## config.mk

```make
export PLATFORM = sky130hd
export DESIGN_NAME = xgmii_rx_link_ctrl
export DESIGN_NICKNAME = d
export VERILOG_FILES = /design/src/rtl/xgmii_rx_link_ctrl.sv
export SDC_FILE = /design/constraint.sdc
export NUM_CORES = 1
export LEC_CHECK = 0
export CAP_MARGIN = 20
export CORE_ASPECT_RATIO = 0.6
export CORE_MARGIN = 2
export CORE_UTILIZATION = 50
export CTS_BUF_LIST = sky130_fd_sc_hd__clkbuf_2 sky130_fd_sc_hd__clkbuf_4 sky130_fd_sc_hd__clkbuf_8
export DETAILED_ROUTE_END_ITERATION = 8
export DONT_BUFFER_PORTS = 1
export PLACE_DENSITY = 0.68
export SETUP_SLACK_MARGIN = 0.02
export SLEW_MARGIN = 20
export SYNTH_ARGS = -nofsm -noshare
export SYNTH_HDL_FRONTEND = slang
export SYNTH_SLANG_ARGS = --single-unit
```

## constraint.sdc

```tcl
create_clock -name xgmii_rx_clk -period 4.3 [get_ports xgmii_rx_clk]
set_input_delay 0.43 -clock xgmii_rx_clk [delete_from_list [all_inputs] [get_ports xgmii_rx_clk]]
set_output_delay 0.43 -clock xgmii_rx_clk [all_outputs]
set_load 0.005 [all_outputs]
```

## src/rtl/xgmii_rx_link_ctrl.sv

```systemverilog
// XGMII RX link controller: link-fault sequence FSM, start-lane tracking
// and TX mode control. Two XGMII columns are stepped per clock, column 0
// first, and every output is registered.
module xgmii_rx_link_ctrl #(
  parameter int unsigned COL_WINDOW  = 128,
  parameter int unsigned SEQ_THRESH  = 4,
  parameter int unsigned LOCK_FRAMES = 4
) (
  input  logic        xgmii_rx_clk,
  input  logic        sys_rst_n,
  input  logic [63:0] xgmii_rxd,
  input  logic [7:0]  xgmii_rxc,
  output logic [1:0]  link_status,
  output logic [1:0]  tx_mode,
  output logic [1:0]  start_lane,
  output logic        align_locked,
  output logic [15:0] fault_cnt
);

  localparam int unsigned COL_W       = 32;
  localparam int unsigned COL_CTRL_W  = 4;
  localparam int unsigned COL_CNT_W   = 8;
  localparam int unsigned SEQ_CNT_W   = 4;
  localparam int unsigned LOCK_CNT_W  = 4;
  localparam int unsigned FAULT_CNT_W = 16;

  localparam logic [1:0] ST_INIT  = 2'd0;
  localparam logic [1:0] ST_COUNT = 2'd1;
  localparam logic [1:0] ST_FAULT = 2'd2;

  // Sequence types share the link_status encoding
  localparam logic [1:0] SEQ_NONE = 2'b00;
  localparam logic [1:0] SEQ_LF   = 2'b01;
  localparam logic [1:0] SEQ_RF   = 2'b10;

  localparam logic [1:0] TX_DATA = 2'b00;
  localparam logic [1:0] TX_IDLE = 2'b01;
  localparam logic [1:0] TX_RFLT = 2'b10;

  localparam logic [7:0] CH_SEQ   = 8'h9C;
  localparam logic [7:0] CH_START = 8'hFB;

  // Last OTHER column that still only increments; the next one leaves
  localparam logic [COL_CNT_W-1:0]   COL_LAST  = COL_CNT_W'(COL_WINDOW - 1);
  localparam logic [SEQ_CNT_W-1:0]   SEQ_LAST  = SEQ_CNT_W'(SEQ_THRESH);
  localparam logic [LOCK_CNT_W-1:0]  LOCK_MAX  = LOCK_CNT_W'(LOCK_FRAMES);
  localparam logic [FAULT_CNT_W-1:0] FAULT_MAX = {FAULT_CNT_W{1'b1}};

  typedef struct packed {
    logic [1:0]             state;
    logic [1:0]             seq_type;
    logic [SEQ_CNT_W-1:0]   seq_cnt;
    logic [COL_CNT_W-1:0]   col_cnt;
    logic [1:0]             link;
    logic [FAULT_CNT_W-1:0] faults;
    logic                   fault_entry;
  } fault_ctx_t;

  logic [1:0]             state_q;
  logic [1:0]             seq_type_q;
  logic [SEQ_CNT_W-1:0]   seq_cnt_q;
  logic [COL_CNT_W-1:0]   col_cnt_q;
  logic [LOCK_CNT_W-1:0]  lock_cnt_q;

  fault_ctx_t             ctx_cur;
  fault_ctx_t             ctx_mid;
  fault_ctx_t             ctx_nxt;
  logic [1:0]             kind0;
  logic [1:0]             kind1;
  logic                   start_hit;
  logic [1:0]             start_new;
  logic [1:0]             start_lane_d;
  logic [LOCK_CNT_W-1:0]  lock_cnt_d;
  logic                   align_d;
  logic [1:0]             tx_mode_d;

  // Decode one column into LF, RF or OTHER
  function automatic logic [1:0] classify(input logic [COL_W-1:0] d,
                                          input logic [COL_CTRL_W-1:0] c);
    logic [1:0] kind;
    kind = SEQ_NONE;
    if (c == 4'b0001 && d[7:0] == CH_SEQ && d[15:8] == 8'h00 && d[23:16] == 8'h00) begin
      if (d[31:24] == 8'h01)
        kind = SEQ_LF;
      else if (d[31:24] == 8'h02)
        kind = SEQ_RF;
    end
    return kind;
  endfunction

  // One column step of the link-fault sequence machine
  function automatic fault_ctx_t col_step(input fault_ctx_t cur, input logic [1:0] kind);
    fault_ctx_t nxt;
    nxt = cur;
    case (cur.state)
      ST_INIT: begin
        if (kind != SEQ_NONE) begin
          nxt.seq_type = kind;
          nxt.seq_cnt  = SEQ_CNT_W'(1);
          nxt.col_cnt  = '0;
          nxt.state    = ST_COUNT;
        end
      end
      ST_COUNT: begin
        if (kind == SEQ_NONE) begin
          if (cur.col_cnt >= COL_LAST) begin
            nxt.state   = ST_INIT;
            nxt.seq_cnt = '0;
            nxt.col_cnt = '0;
          end else begin
            nxt.col_cnt = cur.col_cnt + COL_CNT_W'(1);
          end
        end else if (kind == cur.seq_type) begin
          nxt.seq_cnt = cur.seq_cnt + SEQ_CNT_W'(1);
          nxt.col_cnt = '0;
          if (nxt.seq_cnt >= SEQ_LAST) begin
            nxt.state       = ST_FAULT;
            nxt.link        = cur.seq_type;
            nxt.fault_entry = 1'b1;
            if (cur.faults != FAULT_MAX)
              nxt.faults = cur.faults + FAULT_CNT_W'(1);
          end
        end else begin
          nxt.seq_type = kind;
          nxt.seq_cnt  = SEQ_CNT_W'(1);
          nxt.col_cnt  = '0;
        end
      end
      ST_FAULT: begin
        if (kind != SEQ_NONE) begin
          nxt.col_cnt  = '0;
          nxt.seq_type = kind;
          nxt.link     = kind;
        end else if (cur.col_cnt >= COL_LAST) begin
          nxt.state   = ST_INIT;
          nxt.link    = SEQ_NONE;
          nxt.seq_cnt = '0;
          nxt.col_cnt = '0;
        end else begin
          nxt.col_cnt = cur.col_cnt + COL_CNT_W'(1);
        end
      end
      default: begin
        nxt.state   = ST_INIT;
        nxt.seq_cnt = '0;
        nxt.col_cnt = '0;
        nxt.link    = SEQ_NONE;
      end
    endcase
    return nxt;
  endfunction

  // Fault FSM next state: column 0 then column 1 in the same cycle
  always_comb begin
    ctx_cur             = '0;
    ctx_cur.state       = state_q;
    ctx_cur.seq_type    = seq_type_q;
    ctx_cur.seq_cnt     = seq_cnt_q;
    ctx_cur.col_cnt     = col_cnt_q;
    ctx_cur.link        = link_status;
    ctx_cur.faults      = fault_cnt;
    ctx_cur.fault_entry = 1'b0;
    kind0   = classify(xgmii_rxd[31:0],  xgmii_rxc[3:0]);
    kind1   = classify(xgmii_rxd[63:32], xgmii_rxc[7:4]);
    ctx_mid = col_step(ctx_cur, kind0);
    ctx_nxt = col_step(ctx_mid, kind1);
    case (ctx_nxt.link)
      SEQ_LF:  tx_mode_d = TX_RFLT;
      SEQ_RF:  tx_mode_d = TX_IDLE;
      default: tx_mode_d = TX_DATA;
    endcase
  end

  // Start detection (lowest even lane wins) and lock tracking
  always_comb begin
    start_hit    = 1'b0;
    start_new    = 2'd0;
    start_lane_d = start_lane;
    lock_cnt_d   = lock_cnt_q;
    align_d      = align_locked;
    for (int i = 3; i >= 0; i--) begin
      if (xgmii_rxc[2*i] && xgmii_rxd[16*i +: 8] == CH_START) begin
        start_hit = 1'b1;
        start_new = 2'(i);
      end
    end
    if (start_hit && state_q != ST_FAULT) begin
      if (start_new == start_lane) begin
        if (lock_cnt_q < LOCK_MAX)
          lock_cnt_d = lock_cnt_q + LOCK_CNT_W'(1);
        align_d = (lock_cnt_d >= LOCK_MAX);
      end else begin
        start_lane_d = start_new;
        lock_cnt_d   = LOCK_CNT_W'(1);
        align_d      = 1'b0;
      end
    end
    if (ctx_nxt.fault_entry) begin
      lock_cnt_d = '0;
      align_d    = 1'b0;
    end
  end

  // State and output registers
  always_ff @(posedge xgmii_rx_clk or negedge sys_rst_n) begin
    if (!sys_rst_n) begin
      state_q      <= ST_INIT;
      seq_type_q   <= SEQ_NONE;
      seq_cnt_q    <= '0;
      col_cnt_q    <= '0;
      lock_cnt_q   <= '0;
      link_status  <= SEQ_NONE;
      tx_mode      <= TX_DATA;
      start_lane   <= 2'd0;
      align_locked <= 1'b0;
      fault_cnt    <= '0;
    end else begin
      state_q      <= ctx_nxt.state;
      seq_type_q   <= ctx_nxt.seq_type;
      seq_cnt_q    <= ctx_nxt.seq_cnt;
      col_cnt_q    <= ctx_nxt.col_cnt;
      lock_cnt_q   <= lock_cnt_d;
      link_status  <= ctx_nxt.link;
      tx_mode      <= tx_mode_d;
      start_lane   <= start_lane_d;
      align_locked <= align_d;
      fault_cnt    <= ctx_nxt.faults;
    end
  end

endmodule

```

==> impl_metrics.py <==
metrics = {
    "clocking": {
        "cts-root-buf": "clkbuf_8",
        "cts_buffer_depth": 2,
        "insertion_delay_ns": 0.32,
        "cts.sinks": 43,
        "cts_tree": "built",
        "cts_buffers": 5,
        "h-tree-depth": 2,
        "path_clk_slew_ns": 0.09,
        "cts_resized": 0,
    },
    "worst_setup_path": {
        "crit_path_end": "fault_cnt[1]",
        "worstSetupStartpoint": "col_cnt_q[0]",
        "cp-end-kind": "flop",
        "worstRegToRegCells": 11,
        "worst-path-max-fanout": 11,
        "crit_path_cell_trace": "ha_1 -> and4_1 -> a21o_1 -> o21ai_0 -> a21oi_1 -> a211oi_2 -> ha_1 -> xor2_1 -> a31o_4 -> o21ba_1 -> mux2_2",
        "r2r-end": "fault_cnt[1]",
        "startpoint_type": "flop",
        "cp_slowest_cell": "o21ba_1",
        "critPathRequiredTime_ns": 4.51,
        "cp.arrival_ns": 4.22,
        "max_stage_delay_ns": 0.50,
        "crit_type": "reg2reg",
        "cpMostUsedCell": "ha_1",
        "r2r-start": "col_cnt_q[0]",
        "rrSetupSlack_ns": 0.29,
    },
    "yosys": {
        "yosys.area_share.simple_pct": 38.0,
        "async_flop_share_pct": 100,
        "synth_warnings": 0,
        "synth.area.mux_share_pct": 2.34,
        "synth-compound-area-share_pct": 24.2,
        "synth.area.top_cells": "dfrtp_1 25%, nand2_1 4.2%, a21oi_1 3.9%, nor2_1 3.6%, nand3_1 3.6%",
        "synth_adder_area_share_pct": 2.07,
        "synth_edf_count": 0,
        "ys.flop_type": "dfrtp_1",
        "synth_top_area_share_pct": 25.4,
        "synth_top_family_by_area": "simple AND/OR/NAND/NOR gates",
        "yosysTopAreaCell": "dfrtp_1",
        "yosys_register_bits": 43,
        "syn_area_per_cell_um2": 7.89,
        "synth_area_um2": 4230,
        "synth_commonest_cells": "47 x nand2_1, 43 x dfrtp_1, 41 x nor2_1, 33 x a21oi_1, 30 x nand3_1",
        "synthesis.nets": 617,
        "synthCells": 536,
        "ys_types": 85,
        "synth_xor_area_share_pct": 4.56,
        "synth.most_common_cell": "nand2_1",
        "yosysSeqAreaShare_pct": 25.4,
    },
    "hold_path": {
        "holdPathStages": 3,
        "hp-class": "in2reg",
    },
    "run": {
        "cap_violations": 0,
    },
    "power_and_ir_drop": {
        "p_int_uw": 557,
        "p_comb_share_pct": 6.5,
        "ir_drop_uv": 111,
        "switching_share_pct": 25.7,
        "seqPwrFrac_pct": 56.0,
        "p_sw_uw": 193,
        "power.share.clock_pct": 37.6,
        "powerDensity_nw_per_um2": 167,
        "leakage_nw": 1.74,
    },
    "die": {
        "ios": 97,
        "core_area_um2": 8040,
        "fp-row-count": 25,
        "die_h_um": 75.2,
        "die_w_um": 123,
        "die-area_um2": 9230,
        "start_util_pct": 52.6,
    },
    "sta": {
        "period_share_pct": 93.3,
        "setup_slack_ns": 0.287,
        "finClkSkew_ns": 0.00646,
        "fin_crit_ns": 4.01,
        "hold_viol": 0,
        "fmax_mhz": 249,
        "setup_viol": 0,
        "rsz0062_at_grt": "false",
        "tns_ns": 0,
        "tightestPinTransition_ns": 0.848,
        "slew_viol_final": 0,
        "maxSlewHeadroom_pct": 43.0,
    },
    "global_route": {
        "antenna_found_initial": 0,
        "first_global_vias": 4031,
        "overflow": 0,
        "grt_max_degree": 44,
        "grt_pass1_wl_um": 21100,
        "grt_usage_pct": 29.8,
    },
    "place": {
        "dpl_cell_area_um2": 4370,
        "place_congestion": 0.959,
        "dp_slack_ns": 0.222,
        "dp_cells": 637,
        "io_buffers": 0,
        "hpwl_um": 10500,
    },
    "finish": {
        "n_antenna_cell": 0,
        "nets": 619,
        "drive_above_1_share_pct": 9.67,
        "fillers": 748,
        "area_growth_syn_to_layout_pct": 6.30,
        "seq_area_um2": 1080,
        "multi_input_area_um2": 3010,
        "design_area_um2": 4500,
        "final_cells": 646,
    },
    "route": {
        "wire_per_inst_um": 20.6,
        "post_drt_via_cell_ratio": 6.92,
        "vias": 4472,
        "drt_iter0_drc": 456,
        "finalWirelength_um": 13300,
        "antenna_left": 0,
        "drt-pass1-iter-count": 5,
        "drc": 0,
    },
    "run_status": {
        "status": "complete, no violations",
    },
}
logic make-up after synthesis:
| family | after synthesis |
|---|---|
| compound gates | 140 |
| xor+xnor | 22 |
| fa+ha+maj | 7 |
| buf+inv | 36 |
| flops | 43 |
| mux | 9 |
| simple gates | 279 |
power by group through the flow:
| stage | Sequential, mW | Combinational, mW | Clock (mW) |
|---|---|---|---|
| 2_1_floorplan | 0.425 | 0.0294 | 0 |
| 3_3_place_gp | 0.427 | 0.0346 | 0 |
| 3_5_place_dp | 0.427 | 0.0357 | 0 |
| 4_1_cts | 0.419 | 0.0488 | 0.282 |
| 5_1_grt | 0.421 | 0.0553 | 0.299 |
| 6_report | 0.420 | 0.0485 | 0.281 |
worst min-delay path by stage:
stage,end,startpoint,slack [ns]
floorplan,align_locked,sys_rst_n,0.13
global placement,tx_mode[1],sys_rst_n,0.14
detailed placement,tx_mode[1],sys_rst_n,0.14
CTS,seq_type_q[0],xgmii_rxd[57],0.32
global route,seq_type_q[0],xgmii_rxd[57],0.34
finish,seq_type_q[0],xgmii_rxd[57],0.32
flip-flops by register name, summed over array words and instances, names as in the netlist:
| register | count |
|---|---|
| link_status | 2 |
| seq_cnt_q | 4 |
| state_q | 2 |
| fault_cnt | 16 |
| lock_cnt_q | 4 |
| seq_type_q | 2 |
| align_locked | 1 |
| tx_mode | 2 |
| col_cnt_q | 8 |
| start_lane | 2 |
placed cells by master, fill, tap and decap left out, drive strengths merged, types with 8 or more instances in the layout:
cell,Yosys,final
a21oi,33,33
a31oi,12,12
and2,16,16
and3,14,14
buf,5,12
dfrtp,43,43
inv,18,18
nand2,47,47
nand2b,8,8
nand3,31,31
nand4,14,14
nor2,43,43
nor2b,13,13
nor3,20,20
nor4,23,23
o21ai,16,16
or2,8,8
xnor2,12,12
xor2,10,10
critical path, delay by kind of cell, from the launching register on:
kind                       cells  cell delay (ns)
xor gates and xnor gates       1             0.12
and+or+nand+nor                1             0.29
adders and majority gates      2             0.53
DFF                            1             0.44
AOI/OAI and AO/OA              6             2.12
muxes                          1             0.40
stage by stage:
step	hold WS [ns]	utilization, %	power [mW]
CTS	0.321	55.9	0.750
global placement	0.136	54.4	0.462
global route	0.337	55.9	0.775
finish	0.321	55.9	0.749
floorplan	0.134	-	0.455
detailed placement	0.136	54.4	0.463
layout make-up:
class,instances,share of cell area (%)
clock inverters,1,0.111
inverters,18,1.50
flip-flops and latches,43,23.9
clock buffers,6,1.84
multi-input cells,457,66.9
repair buffers,13,2.67
well taps,108,3.01
per-layer routing:
metal / GRT usage [%] / wire, um / share of wire [%]
met4: 6.13 / 139 / 1.0
met2: 42.3 / 5380 / 40
met5: 0 / 0 / 0
met1: 45.0 / 6260 / 47
met3: 8.18 / 1550 / 12
timing repair:
item                                   in CTS  in global routing
setup buffers                               0                  0
hold buffers                                2                  0
endpoints found under the hold margin      43                  0
Power figures use the tool's default switching activity.
